$ cat src/rtl/exception_ctrl_if.sv
// -----------------------------------------------------------------------------
// exception_ctrl_if
// Groups the exception controller's pipeline-facing signals.
//   Pipeline -> controller : undef_instr/undef_pc (ID), ovf/ovf_pc (EX), eret
//   Controller -> pipeline : exception_flush, exception_mux_control,
//                            redirect_pc, epc, cause, busy,
//                            exc_count, drop_count
// Modports: master = pipeline/testbench side, slave = exception_ctrl side.
// -----------------------------------------------------------------------------
interface exception_ctrl_if;
   logic        undef_instr;
   logic [31:0] undef_pc;
   logic        ovf;
   logic [31:0] ovf_pc;
   logic        eret;
   logic        exception_flush;
   logic        exception_mux_control;
   logic [31:0] redirect_pc;
   logic [31:0] epc;
   logic [1:0]  cause;
   logic        busy;
   logic [7:0]  exc_count;
   logic [3:0]  drop_count;

   modport master (
      output undef_instr, undef_pc, ovf, ovf_pc, eret,
      input  exception_flush, exception_mux_control, redirect_pc, epc,
             cause, busy, exc_count, drop_count
   );

   modport slave (
      input  undef_instr, undef_pc, ovf, ovf_pc, eret,
      output exception_flush, exception_mux_control, redirect_pc, epc,
             cause, busy, exc_count, drop_count
   );
endinterface

$ cat src/rtl/exception_ctrl.sv
// -----------------------------------------------------------------------------
// exception_ctrl
// Precise-exception sequencer for a 5-stage pipeline. Accepts an overflow (EX)
// or undefined-instruction (ID) exception while idle, flushes the front of the
// pipe for FLUSH_CYCLES cycles while redirecting fetch to HANDLER_ADDR, waits
// in the handler for eret, then redirects once to epc+4.
// Ports:
//   clk  - clock, all state updates on the rising edge
//   rst  - asynchronous active-high reset
//   bus  - exception_ctrl_if.slave (exception inputs, control/status outputs)
// Parameters:
//   HANDLER_ADDR - handler entry PC
//   FLUSH_CYCLES - cycles exception_flush is held (1..7)
// -----------------------------------------------------------------------------
module exception_ctrl #(
   parameter logic [31:0] HANDLER_ADDR = 32'd112,
   parameter int          FLUSH_CYCLES = 2
) (
   input  logic                  clk,
   input  logic                  rst,
   exception_ctrl_if.slave       bus
);

   localparam logic [2:0] FLUSH_LOAD = FLUSH_CYCLES[2:0];

   typedef enum logic [1:0] {
      IDLE    = 2'd0,
      FLUSH   = 2'd1,
      HANDLER = 2'd2,
      RETURN  = 2'd3
   } state_t;

   state_t      state_q,      state_d;
   logic [2:0]  flush_cnt_q,  flush_cnt_d;
   logic [31:0] epc_q,        epc_d;
   logic [1:0]  cause_q,      cause_d;
   logic [7:0]  exc_count_q,  exc_count_d;
   logic [3:0]  drop_count_q, drop_count_d;

   logic        exc_any;
   logic        first_flush;

   assign exc_any = bus.ovf | bus.undef_instr;
   // The counter still holds its load value only during the first flush cycle.
   assign first_flush = (state_q == FLUSH) && (flush_cnt_q == FLUSH_LOAD);

   always_ff @(posedge clk or posedge rst) begin
      if (rst) begin
         state_q      <= IDLE;
         flush_cnt_q  <= 3'd0;
         epc_q        <= 32'd0;
         cause_q      <= 2'b00;
         exc_count_q  <= 8'd0;
         drop_count_q <= 4'd0;
      end else begin
         state_q      <= state_d;
         flush_cnt_q  <= flush_cnt_d;
         epc_q        <= epc_d;
         cause_q      <= cause_d;
         exc_count_q  <= exc_count_d;
         drop_count_q <= drop_count_d;
      end
   end

   always_comb begin
      state_d      = state_q;
      flush_cnt_d  = flush_cnt_q;
      epc_d        = epc_q;
      cause_d      = cause_q;
      exc_count_d  = exc_count_q;
      drop_count_d = drop_count_q;

      // Any exception arriving while a previous one is in progress is lost;
      // one count per cycle regardless of how many sources fired.
      if (state_q != IDLE && exc_any && drop_count_q != 4'hF) begin
         drop_count_d = drop_count_q + 4'd1;
      end

      case (state_q)
         IDLE: begin
            if (exc_any) begin
               // Overflow belongs to the older (EX) instruction, so it wins.
               if (bus.ovf) begin
                  epc_d   = bus.ovf_pc;
                  cause_d = 2'b10;
               end else begin
                  epc_d   = bus.undef_pc;
                  cause_d = 2'b01;
               end
               if (exc_count_q != 8'hFF) begin
                  exc_count_d = exc_count_q + 8'd1;
               end
               flush_cnt_d = FLUSH_LOAD;
               state_d     = FLUSH;
            end
         end
         FLUSH: begin
            if (flush_cnt_q <= 3'd1) begin
               flush_cnt_d = 3'd0;
               state_d     = HANDLER;
            end else begin
               flush_cnt_d = flush_cnt_q - 3'd1;
            end
         end
         HANDLER: begin
            if (bus.eret) begin
               state_d = RETURN;
            end
         end
         RETURN: begin
            cause_d = 2'b00;
            state_d = IDLE;
         end
         default: begin
            state_d = IDLE;
         end
      endcase
   end

   // Outputs are pure decodes of registered state so reset clears them at once.
   always_comb begin
      bus.exception_flush       = (state_q == FLUSH);
      bus.exception_mux_control = first_flush || (state_q == RETURN);
      bus.redirect_pc           = 32'd0;
      if (first_flush) begin
         bus.redirect_pc = HANDLER_ADDR;
      end else if (state_q == RETURN) begin
         bus.redirect_pc = epc_q + 32'd4;
      end
      bus.epc        = epc_q;
      bus.cause      = cause_q;
      bus.busy       = (state_q != IDLE);
      bus.exc_count  = exc_count_q;
      bus.drop_count = drop_count_q;
   end

endmodule
$ cat src/flat_wrapper.sv
// flat-port wrapper written by rule: the top's interface ports become plain ports
module exception_ctrl_flat 
#(
   parameter logic [31:0] HANDLER_ADDR = 32'd112,
   parameter int          FLUSH_CYCLES = 2
)
  (clk, rst, bus_undef_instr, bus_undef_pc, bus_ovf, bus_ovf_pc, bus_eret, bus_exception_flush, bus_exception_mux_control, bus_redirect_pc, bus_epc, bus_cause, bus_busy, bus_exc_count, bus_drop_count);
  exception_ctrl_if bus_i ();
  input  logic clk;
  input  logic rst;
  input wire logic [$bits(bus_i.undef_instr)-1:0] bus_undef_instr;
  input wire logic [$bits(bus_i.undef_pc)-1:0] bus_undef_pc;
  input wire logic [$bits(bus_i.ovf)-1:0] bus_ovf;
  input wire logic [$bits(bus_i.ovf_pc)-1:0] bus_ovf_pc;
  input wire logic [$bits(bus_i.eret)-1:0] bus_eret;
  output wire logic [$bits(bus_i.exception_flush)-1:0] bus_exception_flush;
  output wire logic [$bits(bus_i.exception_mux_control)-1:0] bus_exception_mux_control;
  output wire logic [$bits(bus_i.redirect_pc)-1:0] bus_redirect_pc;
  output wire logic [$bits(bus_i.epc)-1:0] bus_epc;
  output wire logic [$bits(bus_i.cause)-1:0] bus_cause;
  output wire logic [$bits(bus_i.busy)-1:0] bus_busy;
  output wire logic [$bits(bus_i.exc_count)-1:0] bus_exc_count;
  output wire logic [$bits(bus_i.drop_count)-1:0] bus_drop_count;
  assign bus_i.undef_instr = bus_undef_instr;
  assign bus_i.undef_pc = bus_undef_pc;
  assign bus_i.ovf = bus_ovf;
  assign bus_i.ovf_pc = bus_ovf_pc;
  assign bus_i.eret = bus_eret;
  assign bus_exception_flush = bus_i.exception_flush;
  assign bus_exception_mux_control = bus_i.exception_mux_control;
  assign bus_redirect_pc = bus_i.redirect_pc;
  assign bus_epc = bus_i.epc;
  assign bus_cause = bus_i.cause;
  assign bus_busy = bus_i.busy;
  assign bus_exc_count = bus_i.exc_count;
  assign bus_drop_count = bus_i.drop_count;
  exception_ctrl #(.HANDLER_ADDR(HANDLER_ADDR), .FLUSH_CYCLES(FLUSH_CYCLES)) u_core (.clk(clk), .rst(rst), .bus(bus_i));
endmodule
$ cat config.mk
export PLATFORM = sky130hd
export DESIGN_NAME = exception_ctrl_flat
export DESIGN_NICKNAME = d
export VERILOG_FILES = /design/src/rtl/exception_ctrl_if.sv /design/src/rtl/exception_ctrl.sv /design/src/flat_wrapper.sv
export SDC_FILE = /design/constraint.sdc
export NUM_CORES = 1
export LEC_CHECK = 0
export BUFFER_PORTS_ARGS = -buffer_cell sky130_fd_sc_hd__buf_4
export CAP_MARGIN = 0
export CORE_ASPECT_RATIO = 1.1
export CORE_MARGIN = 3
export CORE_UTILIZATION = 35
export CTS_CLUSTER_DIAMETER = 120
export DETAILED_ROUTE_END_ITERATION = 8
export PLACE_DENSITY = 0.77
export SLEW_MARGIN = 20
export SYNTH_ARGS = -nofsm -noshare
export SYNTH_HDL_FRONTEND = slang
export SYNTH_SLANG_ARGS = --single-unit
$ cat constraint.sdc
create_clock -name clk -period 2 [get_ports clk]
set_input_delay 0.1 -clock clk [delete_from_list [all_inputs] [get_ports clk]]
set_output_delay 0.1 -clock clk [all_outputs]
set_load 0.005 [all_outputs]
==> reports/metrics.csv, run 1 <==
stage,metric,value,unit
outcome,status,"finished, violations left",
outcome,failing checks,setup timing,
cells_and_area,FILL cells,743,
flow_run,max-cap viol count,0,
cells_and_area,Seq. cell area,1280,sq um
worst_hold_path,worst hold stages,3,
global_route,first-pass GRT wire length,16400,um
setup_path,R2R Setup Slk,130,ps
cells_and_area,"most common cell after layout, fill and taps aside",buf_4,
global_route,gr ovfl total,0,
clocking,CTS buffer count,5,
pwr,Max VDD drop,0.709,mV
setup_path,worst-path maximum fanout,7,
yosys,"EDFF count, synth",0,
setup_path,FF-to-FF path depth,6,
clocking,root buf cell,clkbuf_8,
global_route,initial antenna violation count,0,
cells_and_area,NumNets Final,634,
die,I/O pin count,150,
setup_path,startpoint types,flip-flop,
global_route,total track usage,18.7,%
timing,Hold WS,80.0,ps
timing,final hold violations,0,
timing,fmax,439,MHz
route,DR WL/cell,16.3,um
global_route,largest net degree at the start of global routing,52,
pwr,leakage,2.52,nW
timing,actual slew at the worst max-slew pin,457,ps
die,die width,98.3,um
clocking,worst-skew pair later-pin latency,300,ps
yosys,register area share after synthesis,38.9,%
timing,Rel. slew slack,69.5,%
clocking,TritonCTS clock tree,yes,
timing,Fin Setup TNS,-2970,ps
route,DR vias,3565,
route,WL final,10900,um
cells_and_area,"commonest cells after routing, fill and taps aside","buf_4 (192), nand2_1 (49), dfrtp_1 (48)",
global_route,vias in the first global route,3496,
timing,min Tclk post-route,2280,ps
route,DRT antenna net count,0,
yosys,#FFs+latches synth,51,
setup_path,crit path kind,reg -> out,
route,drt via density,5.32,
yosys,YS warnings,0,
yosys,Yosys cell types,47,
die,die area,10600,sq um
place,Final Wtd Congestion,0.845,
setup_path,RR Endpoint,u_core.flush_cnt_q[2],
yosys,"Primary FF master, synth",dfrtp_1,
clocking,H-tree depth,2,
yosys,synthesized area,3280,sq um
yosys,Post-Syn Nets,441,
yosys,post-synthesis area per instance,9.05,sq um
route,# DRC,0,
die,Initial Utilization,36.4,%
timing,final setup vio count,16,
worst_hold_path,Worst Hold End,u_core.bus.epc[1],
cells_and_area,Multi-input gate area,2150,sq um
worst_hold_path,Hold Path Class,in -> reg,
clocking,clock sinks,51,
route,drt first pass iters,4,
setup_path,data arrival time of the critical path,2180,ps
cells_and_area,share of cells above drive strength 1,49.3,%
timing,RSZ-0062 raised after global routing,yes,
timing,final worst slack,-278,ps
setup_path,worst endpoint required time,1900,ps
worst_hold_path,Worst Min Path Start,bus_undef_pc[1],
setup_path,RR Startpoint,u_core.state_q[0],
die,Cell Rows,36,
yosys,asr flop ratio synth,100,%
route,initial DRC count,95,
place,IO buf count,149,
timing,Final period util,114,%
clocking,Worst-path clk slew,100,ps
die,Die Ht,107,um
pwr,pwr dens,1320,nW/um^2
die,Core Area,9010,sq um
setup_path,Worst setup EP type,output pin,
clocking,Clock Tree Buf Depth,2,
timing,clock skew,10.3,ps
cells_and_area,synth-to-layout area growth,63.5,%
place,HPWL Detailed,7750,um
cells_and_area,Inserted Diodes,0,
yosys,Syn Inst Count,362,
timing,Max Slew Vio Count,0,
[metrics by stage]
stage	setup WS, ps	area [sq um]	cells	util, %	total power, mW
floorplan	10.8	3300	362	-	3.67
global placement	81.5	4780	643	53.1	5.58
detailed placement	-42.3	4780	643	53.1	5.71
CTS	-279	5090	663	56.6	6.64
global route	-359	5360	670	59.5	7.62
finish	-278	5360	670	59.5	7.09
[worst max path at each step]
stage / start / to / slack [ps]
finish: u_core.bus.epc[4] / bus_redirect_pc[21] / -280
global route: u_core.bus.epc[4] / bus_redirect_pc[21] / -360
CTS: u_core.bus.epc[4] / bus_redirect_pc[21] / -280
detailed placement: u_core.bus.epc[9] / bus_redirect_pc[29] / -40
global placement: u_core.bus.epc[3] / bus_redirect_pc[28] / 80
floorplan: u_core.bus.epc[2] / bus_redirect_pc[26] / 10
[worst max-delay path, cell delays in order, from the launching register on]
cell and delay, ps:
dfrtp_1 380, nand3_2 90, or4_4 600, buf_6 150, or4_4 410, a21oi_2 130
buf_4 120
[report_power, final]
group          switching (mW)  leakage, nW  internal [mW]
sequential              0.551        0.629           1.52
clock                   0.341       0.0612          0.405
combinational            1.99         1.83           2.28
total                    2.88         2.52           4.20
[area by class of cell]
| type | instances | share of cell area, % |
|---|---|---|
| repair buffers | 204 | 30.2 |
| inverters | 11 | 0.771 |
| clock inverters | 2 | 0.654 |
| flip-flops and latches | 51 | 23.9 |
| multi-input cells | 282 | 40.2 |
| well taps | 114 | 2.66 |
| clock buffers | 6 | 1.54 |
[routing by layer]
metal | track usage (%) | wire length, um | share of wire, % | vias to the layer above
met4 | 4.68 | 174 | 1.6 | 0
li1 | - | - | - | 1699
met1 | 21.6 | 4120 | 38 | 1708
met3 | 4.60 | 823 | 7.6 | 19
met2 | 34.5 | 5780 | 53 | 139
met5 | 0 | 0 | 0 | -
[timing repair]
item / CTS / global route
buffers inserted: 12 / 4
setup endpoints to repair: 29 / 30
resized for setup: 26 / 39
endpoints found under the hold margin: 51 / 0
pin swaps: 19 / 4
gates cloned: 0 / 3
hold buffers: 1 / 0
[cell usage after synthesis, types with 3 or more instances]
library cell | instances | area [sq um]
nand3_1 | 11 | 55.1
ha_1 | 10 | 125
nor2_1 | 12 | 45.0
xnor2_1 | 13 | 114
o21ai_0 | 42 | 210
nand4_1 | 7 | 43.8
or4_1 | 10 | 75.1
clkbuf_1 | 12 | 45.0
nor4_1 | 4 | 25.0
mux2i_1 | 36 | 360
and2_1 | 5 | 31.3
and3_1 | 3 | 18.8
xor2_1 | 4 | 35.0
o31ai_1 | 10 | 75.1
mux2_2 | 4 | 45.0
and4_1 | 5 | 43.8
nor3_1 | 4 | 20.0
a21o_1 | 3 | 22.5
buf_1 | 4 | 15.0
inv_1 | 11 | 41.3
a21oi_1 | 18 | 90.1
or3_1 | 6 | 37.5
dfrtp_1 | 51 | 1280
nand2_1 | 49 | 184
[cells by family (layout without fill, tap and decap cells)]
family	count (synthesis)	in the layout	share of synthesized area [%]
AO/OA/AOI/OAI	85	85	15.2
multiplexers	40	40	12.4
AND/OR/NAND/NOR	130	130	21.5
XOR/XNOR	17	17	4.54
flip-flops	51	51	38.9
buffers and inverters	29	223	3.59
adder cells (fa/ha/maj)	10	10	3.82
[flip-flops by register name (all words and copies together), names as in the netlist]
name                   cells
u_core.bus.cause           2
u_core.bus.drop_count      4
u_core.bus.epc            32
u_core.bus.exc_count       8
u_core.flush_cnt_q         3
u_core.state_q             2
No activity file was read; power rests on OpenSTA's default activity.
==> inputs of run 2 (changes only) <==
- RECOVER_POWER: unset -> 50
- REMOVE_ABC_BUFFERS: unset -> 1
==> run 2 against run 1 <==
The run still ends with setup timing left. Combinational power decreased by 5.2%. Count of clock-buffer cells in the layout is the same. Clock power fell by 17%. Worst setup slack gained 15 ps. Critical path depth stayed put. First-iteration DRC count rose by 42%. Register-to-register slack improved by 30 ps. Global-route usage increased by 0.42 points. Clock skew decreased by 7.2 ps. Largest power group unchanged. Die area did not move. Sequential share of layout area rose by 0.56 points.
==> reports/metrics.csv, run 2 (synthesis gave the netlist of run 1 again) <==
stage,metric,value,unit
timing,min Tclk post-route,2260,ps
route,drt first pass iters,4,
place,Area after DPL,4750,sq um
pwr,leakage,2.48,nW
route,M1 wire length,4250,um
place,HPWL Detailed,7720,um
setup_path,"CP delay by family, top",simple AND/OR/NAND/NOR gates,
timing,actual slew at the worst max-slew pin,1280,ps
setup_path,crit path kind,reg -> out,
clocking,clock sinks,51,
setup_path,Worst Setup EP,bus_redirect_pc[24],
die,die area,10600,sq um
cells_and_area,Final Cell Area,5220,sq um
pwr,Max VDD drop,0.776,mV
place,IO buf count,149,
route,# DRC,0,
clocking,root buf cell,clkbuf_8,
cells_and_area,"commonest cells after routing, fill and taps aside","buf_4 (169), dfrtp_1 (50), nand2_1 (49)",
die,Cell Rows,36,
die,die width,98.3,um
timing,final setup vio count,19,
route,DRT antenna net count,0,
clocking,H-tree depth,2,
cells_and_area,"most common cell after layout, fill and taps aside",buf_4,
setup_path,worst endpoint required time,1900,ps
cells_and_area,FILL cells,811,
die,Die Ht,107,um
outcome,failing checks,setup timing,
die,Initial Utilization,36.4,%
cells_and_area,share of cells above drive strength 1,46.1,%
setup_path,CP max stage delay,510,ps
setup_path,stages on the worst setup path,6,
timing,Max Slew Vio Count,0,
die,I/O pin count,150,
clocking,worst-skew pair later-pin latency,300,ps
setup_path,RR Endpoint,u_core.flush_cnt_q[2],
global_route,vias in the first global route,3332,
timing,final hold violations,0,
setup_path,data arrival time of the critical path,2160,ps
setup_path,worst path buffer plus inverter count,1,
route,routed length on met3,880,um
cells_and_area,Largest register FFs,32,
timing,final worst slack,-263,ps
timing,RSZ-0062 raised after global routing,yes,
flow_run,max-cap viol count,0,
cells_and_area,synth-to-layout area growth,59.4,%
clocking,Clock Tree Buf Depth,2,
cells_and_area,NumNets Final,637,
setup_path,startpoint types,flip-flop,
outcome,status,"finished, violations left",
global_route,gr ovfl total,0,
route,max layer used,met4,
timing,Final period util,113,%
setup_path,CP cell instances,"ha_4, nand4_4, or3_4, or4_4, a21oi_2, buf_4",
route,drt via density,5.22,
clocking,Worst-path clk slew,90,ps
route,initial DRC count,135,
timing,Rel. slew slack,14.9,%
global_route,first-pass GRT wire length,16400,um
clocking,TritonCTS clock tree,yes,
clocking,CTS buffer count,5,
setup_path,Worst setup EP type,output pin,
cells_and_area,post-layout utilization of the core,58.0,%
route,WL met2,5600,um
die,Core Area,9010,sq um
global_route,total track usage,19.1,%
global_route,initial antenna violation count,0,
setup_path,CP startpoint,u_core.bus.epc[3],
setup_path,Critical-path top delay cell,or4_4,
cells_and_area,Inserted Diodes,0,
timing,fmax,442,MHz
setup_path,RR Startpoint,u_core.state_q[0],
setup_path,worst-path maximum fanout,5,
setup_path,R2R Setup Slk,160,ps
pwr,pwr dens,1280,nW/um^2
place,pre-CTS setup slack,9.99,ps
setup_path,FF-to-FF path depth,6,
timing,clock skew,3.11,ps
route,DR vias,3506,
route,WL final,10800,um
place,Final Wtd Congestion,0.853,
route,DR WL/cell,16.1,um
global_route,largest net degree at the start of global routing,65,
worst_hold_path,Hold Path Class,in -> reg,
[run 2: cell types whose count changed in the layout (fill, tap and decap cells not counted), sizes merged]
cell    before  now
bufinv       1    0
or3          8    9
clkbuf       8   33
buf        201  178
[run 2: area by class of cell]
cell class,count,area (sq um),area share (%)
multi-input combinational,283,2100,40.2
timing repair buffer,206,1580,30.2
sequential,51,1280,24.5
tap,114,143,2.73
clock buffer,6,82.6,1.58
inverter,11,41.3,0.791
clock inverter,1,5.00,0.0958
[run 2: how the worst min path moves through the flow]
stage | start | endpoint | depth (start not counted)
6_report | bus_undef_pc[17] | u_core.bus.epc[17] | 3
5_1_grt | bus_undef_pc[0] | u_core.bus.epc[0] | 3
4_1_cts | bus_ovf_pc[13] | u_core.bus.epc[13] | 3
3_5_place_dp | rst | u_core.bus.exc_count[6] | 3
3_3_place_gp | rst | u_core.bus.drop_count[3] | 3
2_1_floorplan | bus_ovf | u_core.bus.cause[1] | 1
[run 2: worst register-to-register path, cell delays in order, from the launching register on]
cell	delay, ps
dfrtp_1	450
inv_1	110
ha_2	290
or3b_2	510
nand2_1	90
mux2i_1	70
a22o_1	230
[run 2: power breakdown]
group / internal, mW / switching (mW)
Clock: 0.273 / 0.347
Combinational: 2.11 / 1.94
Sequential: 1.51 / 0.485
Total: 3.90 / 2.77
[run 2: through the flow]
stage	power [mW]	std cells	hold slack [ps]	TNS (ps)
finish	6.67	672	74.8	-3070
global route	7.21	672	73.1	-4920
CTS	6.48	664	70.0	-2970
detailed placement	5.67	641	179	0
global placement	5.55	641	173	0
floorplan	3.60	344	270	-66330
[run 2: metal layers]
metal  vias up  track usage [%]
li1       1711                -
met1      1658             22.7
met2       127             35.1
met3        10             5.12
met4         0             3.32
met5         -                0
[run 2: what timing repair did]
item,4_1_cts,5_1_grt
pin swaps,13,16
endpoints found under the setup margin,29,33
buffers inserted,15,7
gates cloned,0,1
gates resized for setup,21,41
endpoints found under the hold margin,51,0
hold buffers,1,0
==> inputs of run 3 (changes only) <==
==> constraint.sdc (replaced) <==
create_clock -name clk -period 2 [get_ports clk]
set_input_delay 0.2 -clock clk [delete_from_list [all_inputs] [get_ports clk]]
set_output_delay 0.2 -clock clk [all_outputs]
set_load 0.005 [all_outputs]
==> run 3 against run 2 <==
The flow still finishes with violations (setup timing). Critical path type unchanged. Sequential power is essentially flat. Total power grew 8.6%. Largest cell class unchanged. Global-route usage grew 0.18 points. Utilization grew 3.2 points. Clock power grew 23%. Critical path depth is the same. Worst setup slack lost 170 ps. Count of clock-buffer cells in the layout is the same. Combinational power grew 11%. Largest power group unchanged. Register-to-register slack lost 60 ps. Cell area grew 5.6%. Hold slack gained 100 ps.
==> reports/metrics.csv, run 3 (synthesis gave the netlist of run 1 again) <==
stage,metric,value,unit
clocking,worst-skew pair later-pin latency,310,ps
die,Die Ht,107,um
clocking,H-tree depth,2,
setup_path,worst endpoint required time,1800,ps
cells_and_area,"most common cell after layout, fill and taps aside",buf_4,
route,DRT antenna net count,0,
setup_path,data arrival time of the critical path,2230,ps
flow_run,max-cap viol count,0,
cells_and_area,"commonest cells after routing, fill and taps aside","buf_4 (181), dfrtp_1 (51), nand2_1 (47)",
timing,final setup vio count,22,
setup_path,Worst setup EP type,output pin,
route,# DRC,0,
place,IO buf count,149,
timing,clock skew,12.7,ps
pwr,switching power,2.93,mW
outcome,status,"finished, violations left",
place,Area after DPL,4840,sq um
cells_and_area,Largest register FFs,32,
route,drt via density,5.16,
clocking,TritonCTS clock tree,yes,
setup_path,worst-path maximum fanout,6,
pwr,pwr dens,1310,nW/um^2
clocking,Worst-path clk slew,100,ps
route,initial DRC count,183,
place,Final Wtd Congestion,0.860,
route,WL final,11200,um
global_route,total track usage,19.3,%
route,DR WL/cell,16.2,um
timing,RSZ-0062 raised after global routing,yes,
timing,final worst slack,-430,ps
global_route,first-pass GRT wire length,16900,um
die,die area,10600,sq um
global_route,largest net degree at the start of global routing,65,
clocking,Clock Tree Buf Depth,2,
die,Cell Rows,36,
timing,Hold WS,175,ps
worst_hold_path,Hold Path Class,in -> reg,
pwr,combinational share of power,62.1,%
die,die width,98.3,um
pwr,leakage,2.62,nW
die,Core Area,9010,sq um
timing,actual slew at the worst max-slew pin,870,ps
timing,Max Slew Vio Count,0,
die,I/O pin count,150,
setup_path,crit path kind,reg -> out,
timing,Rel. slew slack,41.9,%
pwr,Clock power frac,10.5,%
die,Initial Utilization,36.4,%
timing,min Tclk post-route,2430,ps
cells_and_area,FILL cells,785,
pwr,Sw Ratio,40.4,%
clocking,clock sinks,51,
pwr,Internal,4.31,mW
setup_path,startpoint types,flip-flop,
cells_and_area,Multi-input gate area,2200,sq um
cells_and_area,Final Cell Area,5510,sq um
cells_and_area,post-layout utilization of the core,61.2,%
global_route,gr ovfl total,0,
timing,Final period util,121,%
clocking,root buf cell,clkbuf_8,
pwr,share of power burned in registers,27.4,%
place,HPWL Detailed,7880,um
cells_and_area,synth-to-layout area growth,68.3,%
timing,final hold violations,0,
cells_and_area,Seq. cell area,1280,sq um
outcome,failing checks,setup timing,
route,DR vias,3558,
pwr,Max VDD drop,0.751,mV
global_route,initial antenna violation count,0,
cells_and_area,Inserted Diodes,0,
clocking,CTS buffer count,5,
cells_and_area,share of cells above drive strength 1,50.4,%
global_route,vias in the first global route,3498,
cells_and_area,NumNets Final,653,
route,drt first pass iters,4,
timing,fmax,412,MHz
## run 3: layout make-up
class | count | area share (%)
clock buffer | 6 | 1.50
tap | 114 | 2.59
inverter | 11 | 0.749
sequential | 51 | 23.1
multi-input combinational | 284 | 39.8
timing repair buffer | 221 | 31.6
clock inverter | 2 | 0.635
## run 3: worst paths after layout
path,startpoint,to,cells past startpoint,slack [ps]
worst max-delay path,u_core.bus.epc[3],bus_redirect_pc[26],6,-430
worst min-delay path,bus_undef_pc[17],u_core.bus.epc[17],3,170
worst max register to register,u_core.state_q[0],u_core.flush_cnt_q[2],7,100
worst min register to register,u_core.bus.epc[0],u_core.bus.epc[0],2,500
max in group asynchronous,rst,u_core.bus.epc[8],4,350
min in group asynchronous,rst,u_core.bus.cause[0],3,620
## run 3: timing repair
item	4_1_cts	5_1_grt
hold buffers	1	0
pin swaps	11	15
buffers inserted	16	6
hold endpoints to repair	22	0
endpoints found under the setup margin	29	32
resized for setup	32	46
gates cloned	1	4
## run 3: layer usage
metal	wire length, um	global-route usage, %
met1	4470	23.2
met2	5710	36.0
met5	0	0
met4	56	2.63
met3	906	4.41
## run 3: power groups by stage
stage          sequential [mW]  clock [mW]  combinational, mW
2_1_floorplan             2.10           0               1.50
3_3_place_gp              1.94           0               3.72
3_5_place_dp              1.98           0               3.81
4_1_cts                   1.95       0.781               4.12
5_1_grt                   2.05       0.823               4.95
6_report                  1.98       0.760               4.50
## run 3: worst max-delay path, stage by stage, from the launching register on
cell and delay (ps):
dfrtp_1 410, ha_4 170, nand4_4 100, or3_4 460, or4_4 530, a21oi_2 140
buf_4 120
## run 3: metrics by stage
stage	setup slack, ps	setup TNS, ps	cells	total power, mW
floorplan	-2100	-70640	344	3.60
global placement	-47.5	-223	653	5.66
detailed placement	-135	-746	653	5.79
CTS	-405	-4950	679	6.85
global route	-484	-7230	689	7.82
finish	-430	-5550	689	7.24
